==> config.mk <==
export PLATFORM = sky130hd
export DESIGN_NAME = if_fetch
export DESIGN_NICKNAME = d
export VERILOG_FILES = /design/src/rtl/if_fetch.sv
export SDC_FILE = /design/constraint.sdc
export NUM_CORES = 1
export LEC_CHECK = 0
export CAP_MARGIN = 5
export CORE_AREA = 8 8 120 205
export CTS_CLUSTER_SIZE = 12
export DETAILED_ROUTE_END_ITERATION = 6
export DIE_AREA = 0 0 128 213
export PLACE_DENSITY = 0.76
export SLEW_MARGIN = 0
export SYNTH_ARGS = -nofsm -noshare
export SYNTH_HDL_FRONTEND = slang
export SYNTH_SLANG_ARGS = --single-unit
==> constraint.sdc <==
create_clock -name clk -period 7.4 [get_ports clk]
set_clock_uncertainty 0.05 [all_clocks]
set_input_delay 1.85 -clock clk [delete_from_list [all_inputs] [get_ports clk]]
set_output_delay 1.85 -clock clk [all_outputs]
set_load 0.02 [all_outputs]
==> src/rtl/if_fetch.sv <==
// Instruction-fetch stage: owns the PC, runs the imem request handshake and
// loads the IF/ID register, with a one-entry skid buffer for decode stalls.
module if_fetch #(
    parameter logic [31:0] RESET_PC = 32'h0000_0000
) (
    input  logic        clk,
    input  logic        rst,
    input  logic [1:0]  pcsel,
    input  logic [31:0] br_target,
    input  logic [31:0] jmp_target,
    input  logic [31:0] pcp4_hold,
    input  logic        if_id_flush,
    input  logic        id_stall,
    output logic        imem_req,
    output logic [31:0] imem_addr,
    input  logic        imem_ack,
    input  logic [31:0] imem_rdata,
    output logic [31:0] pcp4,
    output logic [31:0] if_id_instr,
    output logic [31:0] if_id_pcp4,
    output logic        if_id_valid
);

    typedef enum logic {
        FETCH   = 1'b0,
        STALLED = 1'b1
    } state_t;

    state_t      state_q, state_d;
    logic [31:0] pc_q, pc_d;
    logic [31:0] if_id_instr_q, if_id_instr_d;
    logic [31:0] if_id_pcp4_q, if_id_pcp4_d;
    logic        if_id_valid_q, if_id_valid_d;
    logic [31:0] sk_instr_q, sk_instr_d;
    logic [31:0] sk_pcp4_q, sk_pcp4_d;
    logic        sk_valid_q, sk_valid_d;
    logic [31:0] pend_pc_q, pend_pc_d;
    logic        pend_valid_q, pend_valid_d;
    logic        drop_q, drop_d;

    logic [31:0] npc_raw;
    logic [31:0] npc;
    logic [31:0] pc_after_fetch;
    logic        redirect;

    assign pcp4        = pc_q + 32'd4;
    assign imem_addr   = pc_q;
    assign imem_req    = (state_q == FETCH) && !rst;
    assign if_id_instr = if_id_instr_q;
    assign if_id_pcp4  = if_id_pcp4_q;
    assign if_id_valid = if_id_valid_q;

    assign redirect = (pcsel != 2'd0);

    always_comb begin
        npc_raw = pcp4;
        case (pcsel)
            2'd0:    npc_raw = pcp4;
            2'd1:    npc_raw = br_target;
            2'd2:    npc_raw = jmp_target;
            default: npc_raw = pcp4_hold;
        endcase
    end

    assign npc = {npc_raw[31:2], 2'b00};
    // A redirect seen during a wait wins over whatever the ack cycle selects.
    assign pc_after_fetch = pend_valid_q ? pend_pc_q : npc;

    always_comb begin
        state_d       = state_q;
        pc_d          = pc_q;
        if_id_instr_d = if_id_instr_q;
        if_id_pcp4_d  = if_id_pcp4_q;
        if_id_valid_d = if_id_valid_q;
        sk_instr_d    = sk_instr_q;
        sk_pcp4_d     = sk_pcp4_q;
        sk_valid_d    = sk_valid_q;
        pend_pc_d     = pend_pc_q;
        pend_valid_d  = pend_valid_q;
        drop_d        = drop_q;

        case (state_q)
            FETCH: begin
                if (imem_ack) begin
                    pc_d         = pc_after_fetch;
                    pend_valid_d = 1'b0;
                    drop_d       = 1'b0;
                    if (!id_stall) begin
                        if_id_instr_d = imem_rdata;
                        if_id_pcp4_d  = pcp4;
                        if_id_valid_d = !if_id_flush && !drop_q;
                    end else begin
                        sk_instr_d = imem_rdata;
                        sk_pcp4_d  = pcp4;
                        sk_valid_d = !drop_q;
                        state_d    = STALLED;
                        if (if_id_flush) begin
                            if_id_valid_d = 1'b0;
                        end
                    end
                end else begin
                    if (!id_stall || if_id_flush) begin
                        if_id_valid_d = 1'b0;
                    end
                    // Address stays put; remember where to go once the word lands.
                    if (redirect) begin
                        pend_pc_d    = npc;
                        pend_valid_d = 1'b1;
                        drop_d       = 1'b1;
                    end
                end
            end
            STALLED: begin
                if (!id_stall) begin
                    if_id_instr_d = sk_instr_q;
                    if_id_pcp4_d  = sk_pcp4_q;
                    if_id_valid_d = sk_valid_q && !if_id_flush;
                    sk_valid_d    = 1'b0;
                    state_d       = FETCH;
                end else begin
                    if (if_id_flush) begin
                        if_id_valid_d = 1'b0;
                    end
                    if (if_id_flush || redirect) begin
                        sk_valid_d = 1'b0;
                    end
                end
                if (redirect) begin
                    pc_d = npc;
                end
            end
            default: state_d = FETCH;
        endcase
    end

    always_ff @(posedge clk or posedge rst) begin
        if (rst) begin
            state_q       <= FETCH;
            pc_q          <= RESET_PC;
            if_id_instr_q <= 32'd0;
            if_id_pcp4_q  <= 32'd0;
            if_id_valid_q <= 1'b0;
            sk_instr_q    <= 32'd0;
            sk_pcp4_q     <= 32'd0;
            sk_valid_q    <= 1'b0;
            pend_pc_q     <= 32'd0;
            pend_valid_q  <= 1'b0;
            drop_q        <= 1'b0;
        end else begin
            state_q       <= state_d;
            pc_q          <= pc_d;
            if_id_instr_q <= if_id_instr_d;
            if_id_pcp4_q  <= if_id_pcp4_d;
            if_id_valid_q <= if_id_valid_d;
            sk_instr_q    <= sk_instr_d;
            sk_pcp4_q     <= sk_pcp4_d;
            sk_valid_q    <= sk_valid_d;
            pend_pc_q     <= pend_pc_d;
            pend_valid_q  <= pend_valid_d;
            drop_q        <= drop_d;
        end
    end

endmodule

Word-level counts from Yosys, hierarchy flattened
Cells that the tools add are included.
{"block": "totals", "ramBits": 0, "out_inout_bits": 130, "input_bits": 135, "latchBits": 0, "reg_bits": 194, "mem_bits_ro": 0, "mem_count": 0}
{"block": "classes", "shifts": 0, "mul": 0, "n_eq_ne": 9, "bitwise_logic": 2, "n_addsub": 1, "n_div": 0, "n_reduce_logical": 18, "order_cmp": 0, "mux": 29}
{"op": "$mux 32", "count": 9}
{"op": "$pmux 32 s2", "count": 3}
{"op": "$pmux 32 s3", "count": 1}
{"op": "$add 32x3->32 const B", "count": 1}
{"op": "$mux 1", "count": 13}
{"op": "$reduce_and 3->1", "count": 4}
{"op": "$ne 2x2->1 const B", "count": 4}
{"op": "$ne 3x2->1 const B", "count": 2}
{"op": "$pmux 1 s2", "count": 3}
{"op": "$logic_not 1->1", "count": 4}
{"op": "$reduce_and 2->1", "count": 2}
{"op": "$reduce_bool 2->1", "count": 2}
{"op": "$logic_and 1x1->1", "count": 3}
{"op": "$eq 2x1->1 const B", "count": 1}
{"op": "$eq 2x2->1 const B", "count": 1}
{"op": "$logic_not 2->1", "count": 1}
{"op": "$logic_or 1x1->1", "count": 2}
{"op": "$ne 2x1->1 const B", "count": 1}
{"op": "$not 1->1", "count": 2}

Depth between registers and ports, before layout
Gate-level depths: netlist of the first run.
{"block": "depth", "ltp_word": 5, "mapped_depth": 8, "ltp_nobuf": 7}

Least setup slack after synthesis of the first run
No wires, ideal clock.
{"block": "synth_path", "path_kind": "input port to output port", "from": "in rst", "to": "out imem_req", "stages": 1, "path_buffers": 0, "setup_slack_ns": 3.370, "arrival_time_ns": 2.130, "t_required_ns": 5.500, "cell_sequence": "nor2_1"}
{"block": "synth_via", "elab_chain_cells": 2}
{"element": "start: declaration", "line": "7", "rtl": "input logic rst,"}
{"element": "$logic_not 1->1 (no source line)"}
{"element": "$logic_and 1x1->1", "line": "48", "rtl": "assign imem_req = (state_q == FETCH) && !rst;"}
{"element": "end: declaration", "line": "14", "rtl": "output logic imem_req,"}
No other way between the ends.

Worst setup path in the final report of the first run
{"block": "layout_path", "from": "reg pc_q[2], in the netlist imem_addr[2]", "to": "out pcp4[23]"}
{"block": "layout_via", "elab_chain_cells": 1}
{"element": "start: declaration", "line": "30", "rtl": "logic [31:0] pc_q, pc_d;"}
{"element": "start signal: assignment", "line": "151", "rtl": "pc_q <= pc_d;"}
{"element": "$add 32x3->32", "line": "46", "rtl": "assign pcp4 = pc_q + 32'd4;"}
{"element": "end: declaration", "line": "18", "rtl": "output logic [31:0] pcp4,"}
No other way between the ends.

==> results of run 1 <==
==> cell type report <==
type	count	area, sq um	share of cell area, %
clock inverter	12	113.9	0.8943
multi-input combinational	677	4365	34.29
inverter	32	127.6	1.002
sequential	188	4708	36.98
clock buffer	20	446.7	3.508
timing repair buffer	263	2600	20.42
tap	296	370.4	2.909
==> flip-flops by register name (all words and copies together) (netlist names) <==
signal	count
drop_q	1
if_id_instr	32
if_id_pcp4	30
if_id_valid	1
imem_addr	30
pend_pc_q	30
sk_instr_q	32
sk_pcp4_q	30
sk_valid_q	1
state_q	1
==> synthesized netlist by cell type, types with 9 or more instances <==
master | number | area, sq um
inv_1 | 32 | 120.1
a21oi_1 | 47 | 235.2
nand2_1 | 129 | 484.2
a22oi_1 | 11 | 82.58
nor3_1 | 9 | 45.04
o211ai_1 | 11 | 82.58
nor2_1 | 53 | 198.9
nand3_1 | 25 | 125.1
clkbuf_1 | 39 | 146.4
and3_1 | 22 | 137.6
xnor2_1 | 17 | 148.9
dfrtp_1 | 188 | 4705
xor2_1 | 9 | 78.83
mux2i_1 | 51 | 510.5
buf_2 | 17 | 85.08
o21ai_0 | 127 | 635.6
mux2_2 | 62 | 698.2
==> path summary, 6_finish.rpt <==
| kind | start | slack [ns] | depth (start not counted) | end |
|---|---|---|---|---|
| setup / recovery | imem_addr[2]$_DFFE_PP0P_ | 2.24 | 6 | pcp4[23] |
| hold / removal | sk_pcp4_q[23]$_DFFE_PP0P_ | 0.42 | 2 | sk_pcp4_q[23]$_DFFE_PP0P_ |
| setup reg to reg | state_q$_DFF_PP0_ | 3.92 | 5 | sk_instr_q[12]$_DFFE_PP0P_ |
| hold reg to reg | sk_pcp4_q[23]$_DFFE_PP0P_ | 0.42 | 2 | sk_pcp4_q[23]$_DFFE_PP0P_ |
| max in group asynchronous | rst | 4.16 | 3 | pend_pc_q[24]$_DFFE_PP0P_ |
| min in group asynchronous | rst | 2.07 | 2 | sk_instr_q[19]$_DFFE_PP0P_ |
==> power breakdown <==
| part | total [mW] | switching [mW] | internal, mW |
|---|---|---|---|
| clock network | 0.879 | 0.402 | 0.477 |
| logic | 1.18 | 0.628 | 0.554 |
| registers | 1.44 | 0.183 | 1.26 |
| total | 3.50 | 1.21 | 2.29 |
==> critical path, stage by stage, from the launching register on <==
cell	delay, ns
dfrtp_1	0.56
nand4_1	0.36
nor4_1	0.65
nand4_1	0.25
xnor2_1	0.38
inv_1	0.08
clkdlybuf4s50_1	0.55
==> metrics by stage <==
step                utilization [%]  cell area [sq um]  worst slack, ns  std cells
floorplan                         -               9479           0.3862        967
global placement              55.83              12170            2.401       1456
detailed placement            55.83              12170            2.406       1456
CTS                           58.40              12730            2.271       1488
global route                  58.40              12730            2.118       1488
finish                        58.40              12730            2.244       1488
==> per-layer routing <==
| layer | track usage (%) | wire (um) |
|---|---|---|
| met2 | 37.03 | 14750 |
| met4 | 9.522 | 898 |
| met5 | 0 | 0 |
| met3 | 4.101 | 1525 |
| met1 | 23.80 | 11130 |
==> logic make-up after synthesis <==
family,after synthesis
compound gates,245
other cells,1
simple gates,281
fa+ha+maj,1
xor+xnor,26
buf+inv,102
flops,188
mux,118
==> out/results.ini, run 1 <==
[yosys]
ys.flop_type=dfrtp_1
synthXorXnorAreaFrac_pct=2.407
synth-compound-area-share_pct=15.04
ys_seq_area_share_pct=49.73
syn_inst=962
async_reset_ff_share_pct=100.0
yosys.area_share.simple_pct=14.16
synth.cell_area_sq_um=9460
synth_edf_count=0
synth_cell_type_count=63
synthAdderAreaFrac_pct=0.1323
synthMuxAreaShare_pct=13.97
synth_top_family_by_area=compound AO/OA/AOI/OAI gates
syn_area_per_cell_sq_um=9.834
ys_ff_latch=188
yosysWarnings=0

[critical_path]
critPathLaunchType=register
critPathMaxFanout=9
worstSetupPathType=register to output port
worst_setup_path_end_kind=output port
crit_required_ns=5.50
critPathArrivalTime_ns=3.26

[timing]
fmax_ghz=0.1939
relSlewSlack_pct=28.94
drv_slew=0
fin_tns_setup_ns=0
tightest_slew_ns=1.066
rsz0062_at_grt=no
holdWs_ns=0.4221
fin_crit_sh_pct=69.68
hold_violations=0
setup_viol=0
min_period_ns=5.156

[clock_tree]
hold_buffers=0
cts_sinks=188
htreeDepth=4
cts-buffers-inserted=17
clk_transition_reported_paths_ns=0.07
clk_latency_ns=0.43
cts_root_buf=clkbuf_16
clockBufferDepth=2
cts_resized=0
postCtsSetupRepairBufs=0
cts_tree=built

[detailed_routing]
drc_errors=7
wirelength_um=28310
num_vias=8018
firstDrtPassIters=7
routedWlPerCell_um=19.02
ant_nets=0
drtIter0Drc=444
via_per_inst=5.388

[place]
io_buffers=252
gp_congestion=0.8395
hpwl_um=20730

[job]
drv_cap=0

[floorplan]
io_pins=265
coreArea_sq_um=21800
die_w_um=128
die_area_sq_um=27260
rows=72
die_h_um=213
initial_core_util_pct=43.39

[global_routing]
grt_usage_pct=20.93
grt_pass1_wl_um=44650
grt_max_degree=154
grt_antenna_before_repair=0
grt_pass1_vias=8074
grt_overflow=0

[layout]
nets=1315
areaGrowthSynthToFinish_pct=34.59
drive_gt1_share_pct=10.99
fill_cells=1914
final_cell_mix=clkdlybuf4s50_1, dfrtp_1, nand2_1
layout_commonest_cell=clkdlybuf4s50_1
antenna_cells=0

[power]
total_power_mw=3.501
p_leak_nw=5.433
power.density_nw_per_um2=274.9
max-vdd-ir-drop_v=0.0001566

[outcome]
violations=design-rule violations
run_status=complete, but fails checks

[min_path]
min_path_type=register to register

No activity file was read; power rests on OpenSTA's default activity.
==> run 2, diff against run 1 <==
- CORE_AREA: 8 8 120 205 -> 8 8 115 195
- DIE_AREA: 0 0 128 213 -> 0 0 123 203
- PLACE_DENSITY: 0.76 -> 0.79
- clock period: 7.4 -> 4.9 ns (I/O delays scaled with it)
==> out/results.ini, run 2 (synthesized netlist as in run 1, its figures left out) <==
[critical_path]
cp_num_buf_inv=2
cp_top_family=simple AND/OR/NAND/NOR gates
path_cells=ha_1 > and3_1 > nand3_2 > or4_4 > and2_4 > inv_1 > clkdlybuf4s50_1
worst_setup_path_end_kind=output port
cpMaxStageDelayCell=clkdlybuf4s50_1
max_stage_delay_ns=0.63
worstSetupPathType=register to output port
critPathMaxFanout=9
critPathArrivalTime_ns=3.19
crit_required_ns=3.62
critPathLaunchType=register

[timing]
hold_violations=0
min_period_ns=4.464
setup_viol=0
relSlewSlack_pct=34.95
rsz0062_at_grt=no
fin_tns_setup_ns=0
fin_crit_sh_pct=91.11
drv_slew=0
setup_slack_ns=0.4358
tightest_slew_ns=0.9737
fmax_ghz=0.2240
holdWs_ns=0.4233

[global_routing]
grt_antenna_before_repair=0
grt_max_degree=99
grt_overflow=0
grt_pass1_wl_um=44450
grt_usage_pct=22.63
grt_pass1_vias=8310

[layout]
final_util_pct=64.39
fill_cells=1649
drive_gt1_share_pct=11.22
register_area_sq_um=4708
antenna_cells=0
layout_commonest_cell=clkdlybuf4s50_1
multiInputGateArea_sq_um=4365
final_cell_mix=clkdlybuf4s50_1, dfrtp_1, nand2_1
nets=1319
final_cells=1439
areaGrowthSynthToFinish_pct=34.35
fin_area_sq_um=12710

[clock_tree]
clockBufferDepth=2
hold_buffers=0
cts_tree=built
htreeDepth=4
clk_transition_reported_paths_ns=0.07
cts_resized=0
cts_sinks=188
clk_latency_ns=0.43
postCtsSetupRepairBufs=0
cts_root_buf=clkbuf_16
cts-buffers-inserted=17

[floorplan]
die_area_sq_um=24970
die_w_um=123
coreArea_sq_um=19740
die_h_um=203
rows=68
initial_core_util_pct=47.93
io_pins=265

[detailed_routing]
routedWlPerCell_um=19.44
num_vias=8151
drc_errors=0
firstDrtPassIters=5
ant_nets=0
wirelength_um=27980
drtIter0Drc=563
via_per_inst=5.664

[place]
io_buffers=252
place_area_sq_um=12160
gp_congestion=0.9007
pre_cts_ws_ns=0.8950
dpl.cell_count=1409
hpwl_um=20640

[power]
max-vdd-ir-drop_v=0.0002248
p_leak_nw=5.444
total_power_mw=5.274
power.density_nw_per_um2=414.9

[min_path]
min_path_type=register to register

[job]
drv_cap=0

[outcome]
run_status=finished, final reports clean

[run 2: changes by cell type in the layout (fill, tap and decap cells not counted)]
cell        previous run  this run
clkinvlp_4             1         4
inv_8                  1         0
inv_6                  4         1
clkinv_4               3         2
clkbuf_8               1         2
buf_12                 0         2
clkbuf_1               2         1
buf_4                 11        13
[run 2: cell type report]
type	count	share of cell area (%)
Clock inverter	10	0.7383
Timing Repair Buffer	267	20.89
Multi-Input combinational cell	677	34.35
Tap cell	245	2.412
Inverter	32	0.9746
Sequential cell	188	37.04
Clock buffer	20	3.593
[run 2: worst paths after layout]
check | startpoint | endpoint | slack, ns | cells past startpoint
worst max-delay path | imem_addr[2]$_DFFE_PP0P_ | pcp4[26] | 0.44 | 7
worst min-delay path | sk_pcp4_q[30]$_DFFE_PP0P_ | sk_pcp4_q[30]$_DFFE_PP0P_ | 0.42 | 2
worst max register to register | state_q$_DFF_PP0_ | sk_instr_q[1]$_DFFE_PP0P_ | 2.32 | 4
worst min register to register | sk_pcp4_q[30]$_DFFE_PP0P_ | sk_pcp4_q[30]$_DFFE_PP0P_ | 0.42 | 2
max in group asynchronous | rst | sk_instr_q[3]$_DFFE_PP0P_ | 2.82 | 3
min in group asynchronous | rst | sk_instr_q[8]$_DFFE_PP0P_ | 1.13 | 2
[run 2: worst register-to-register path, stage by stage (launching register included)]
cell and delay [ns]:
dfrtp_4 0.62, inv_1 0.49, nand3_4 0.44, buf_4 0.48, mux2_2 0.40
[run 2: power breakdown]
group	total, mW	switching [mW]	internal, mW
clock	1.31	0.591	0.722
sequential	2.17	0.274	1.90
combinational	1.79	0.947	0.840
total	5.27	1.81	3.46
[run 2: per-layer routing]
layer	vias up	share of wire (%)	global-route usage (%)
met1	3893	38	26.29
met3	87	6.9	4.979
li1	3826	-	-
met4	0	4.8	13.06
met2	345	50	37.35
met5	-	0	0
==> patch 1 (flow settings as in run 2) <==
Make the reset (`rst`) synchronous in one clocked block.
--- a/src/rtl/if_fetch.sv
+++ b/src/rtl/if_fetch.sv
@@ -135,3 +135,3 @@
 
-    always_ff @(posedge clk or posedge rst) begin
+    always_ff @(posedge clk) begin
         if (rst) begin
Formal check against the unedited RTL: differs if rst is asserted again (counterexample within 4 cycles, from zero or initial values and one cycle with rst high); with rst held inactive, the same outputs for 4 cycles.
==> patch 1 against run 2 <==
Synthesized area decreased by 1.7%; critical endpoint is now pcp4[30]; setup slack got worse by 140 ps; largest cell class is now multi-input gates; sequential share of layout area fell by 7.0 points; sequential cell count unchanged; final area shrank 1.3%; critical path depth unchanged; routed wire length increased by 18%.
Power is not compared: it rests on default switching activity, and its combinational part moved more than twofold at a synthesized area within 25%.
==> patch 1: results <==
{
  "place_congestion": 0.929,
  "hold_path.startpoint": "if_id_pcp4[10]",
  "crit_path_end": "pcp4[30]",
  "grt_max_degree": 79,
  "r2r_setup_slack_ps": 2170,
  "grt_pass1_wl_mm": 50.9,
  "drt_iter0_markers": 730,
  "grt.met1_usage_pct": 26.7,
  "status": "completed",
  "whs_endpoint": "if_id_pcp4[10]",
  "drive_gt1_share_pct": 8.80,
  "synth-adder-area-share_pct": 0.135,
  "synth_compound_area_share_pct": 20.6,
  "netlist_top_cells_area": "dfxtp_1 (40%), nand2_1 (6.0%), nor2_1 (5.8%)",
  "met3_length_mm": 2.11,
  "synthMuxAreaShare_pct": 7.76,
  "yosys-top-cells-count": "dfxtp_1 (188), nand2_1 (148), nor2_1 (143), a21oi_1 (85), clkbuf_1 (77)",
  "grt_usage_pct": 26.3,
  "synth-seq-area-share_pct": 40.5,
  "wl_met1_mm": 11.5,
  "grtUsageMet2_pct": 45.7,
  "dr.pass1.iters": 7,
  "cpMaxStageDelayCell": "or4_1",
  "vias": 9436,
  "critPathMaxFanout": 11,
  "nets": 1476,
  "crit_arrival_ps": 3330,
  "synth_cell_types": 75,
  "hold_slack_ps": 398,
  "synth_top_family_by_area": "simple AND/OR/NAND/NOR gates",
  "crit_start": "imem_addr[13]",
  "slew_headroom_pct": 27.6,
  "r2r_start": "state_q",
  "routed_wirelength_mm": 33.1,
  "met3_usage_pct": 5.81
}
## patch 1: cell count changes in the layout (fill, tap and decap cells not counted), sizes merged, moves of 51 or more
cell,before,now
nor2,53,143
nor3,10,63
dfxtp,0,188
a211oi,2,53
dfrtp,188,0
o21ai,130,40
## patch 1: layout make-up
cell class	count	area, um2	area share [%]
repair buffers	279	2750	21.9
well taps	245	307	2.44
inverters	15	56.3	0.449
multi-input cells	839	5060	40.3
clock inverters	15	181	1.45
flip-flops and latches	188	3770	30.0
clock buffers	17	425	3.39
## patch 1: per-stage QoR
| stage | setup WS, ps | instances | utilization (%) | total power (W) |
|---|---|---|---|---|
| finish | 293 | 1598 | 63.5 | 0.00401 |
| global route | 188 | 1598 | 63.5 | 0.00417 |
| CTS | 299 | 1598 | 63.5 | 0.00403 |
| detailed placement | 795 | 1566 | 60.5 | 0.00263 |
| global placement | 792 | 1566 | 60.5 | 0.00261 |
| floorplan | 1470 | 1146 | - | 0.00221 |
==> patch 2 (config.mk and constraints of run 2) <==
Without the edit above. Register the inputs `br_target` and `jmp_target` before use, with the module's reset. The logic sees them one clock later. The other inputs are not delayed to match.
--- a/src/rtl/if_fetch.sv
+++ b/src/rtl/if_fetch.sv
@@ -27,2 +27,15 @@
     } state_t;
+
+    logic [31:0] br_target_q;
+    logic [31:0] jmp_target_q;
+
+    always_ff @(posedge clk or posedge rst) begin
+        if (rst) begin
+            br_target_q  <= '0;
+            jmp_target_q <= '0;
+        end else begin
+            br_target_q  <= br_target;
+            jmp_target_q <= jmp_target;
+        end
+    end
 
@@ -58,4 +71,4 @@
             2'd0:    npc_raw = pcp4;
-            2'd1:    npc_raw = br_target;
-            2'd2:    npc_raw = jmp_target;
+            2'd1:    npc_raw = br_target_q;
+            2'd2:    npc_raw = jmp_target_q;
             default: npc_raw = pcp4_hold;
Check against the original RTL: not equivalent (Yosys sat finds a counterexample within 4 cycles, from zero or initial values and one cycle with rst high).
==> patch 2 against run 2 <==
Final area increased by 14%; sequential power increased by 24%; routed wire length increased by 9.6%; sequential cell count increased by 60; synthesized area increased by 17%; worst hold slack improved by 1.7 ps; utilization increased by 8.8 points; count of clock-buffer cells in the layout increased by 9; power increased by 16%; setup slack got worse by 120 ps; first-iteration DRC count decreased by 3.6%; critical path depth decreased by 1.
==> patch 2: results <==
{
  "grt_pass1_vias": 9114,
  "grt.met1_usage_pct": 28.0,
  "insertion_delay_ps": 520,
  "clockBufferDepth": 3,
  "synth_compound_area_share_pct": 13.4,
  "dp_slack_ps": 892,
  "max_freq_ghz": 0.218,
  "worst_pin_slew_ps": 1110,
  "n_clock_buffer": 29,
  "multi_input_gates": 698,
  "status": "completed",
  "fillerInstances": 1452,
  "crit_arrival_ps": 3310,
  "grt_pass1_wl_mm": 48.3,
  "met3_usage_pct": 4.62,
  "clock_area_share_pct": 4.50,
  "synth-seq-area-share_pct": 56.1,
  "dp_hpwl_mm": 22.2,
  "netlist_top_cells_area": "dfrtp_1 (56%), mux2_2 (7.1%), o21ai_0 (6.3%)",
  "routed_wirelength_mm": 30.7,
  "drt_iter0_markers": 543,
  "ir_drop_uv": 317,
  "avgSynthCellArea_um2": 10.6,
  "synth-xor-area-share_pct": 1.42,
  "htree_levels": 1,
  "placed_area_mm2": 0.0138,
  "wl_met1_mm": 11.5,
  "grtUsageMet2_pct": 43.2,
  "synth_cell_types": 60,
  "met2_length_mm": 16.0,
  "place_congestion": 0.917,
  "synth-adder-area-share_pct": 0.113,
  "nNonClkInverters": 26,
  "vias": 8689
}
-- patch 2: path summary, 6_finish.rpt --
path / end / from / depth (start not counted)
setup / recovery: pcp4[23] / imem_addr[4] / 6
hold / removal: if_id_pcp4[23] / if_id_pcp4[23] / 2
setup reg to reg: sk_instr_q[8] / state_q / 4
hold reg to reg: if_id_pcp4[23] / if_id_pcp4[23] / 2
max in group asynchronous: if_id_instr[14] / rst / 3
min in group asynchronous: imem_addr[4] / rst / 2
-- patch 2: power by group --
part / internal (W) / switching [W] / total, W
Sequential: 0.00242 / 0.000274 / 0.00270
Clock: 0.000917 / 0.000720 / 0.00164
Combinational: 0.000845 / 0.000964 / 0.00181
-- patch 2: critical path: stages, from the launching register on --
cell	delay (ps)
dfrtp_1	480
and4_1	310
buf_4	200
and4_1	500
nand4_1	320
xnor2_1	280
clkdlybuf4s50_1	690
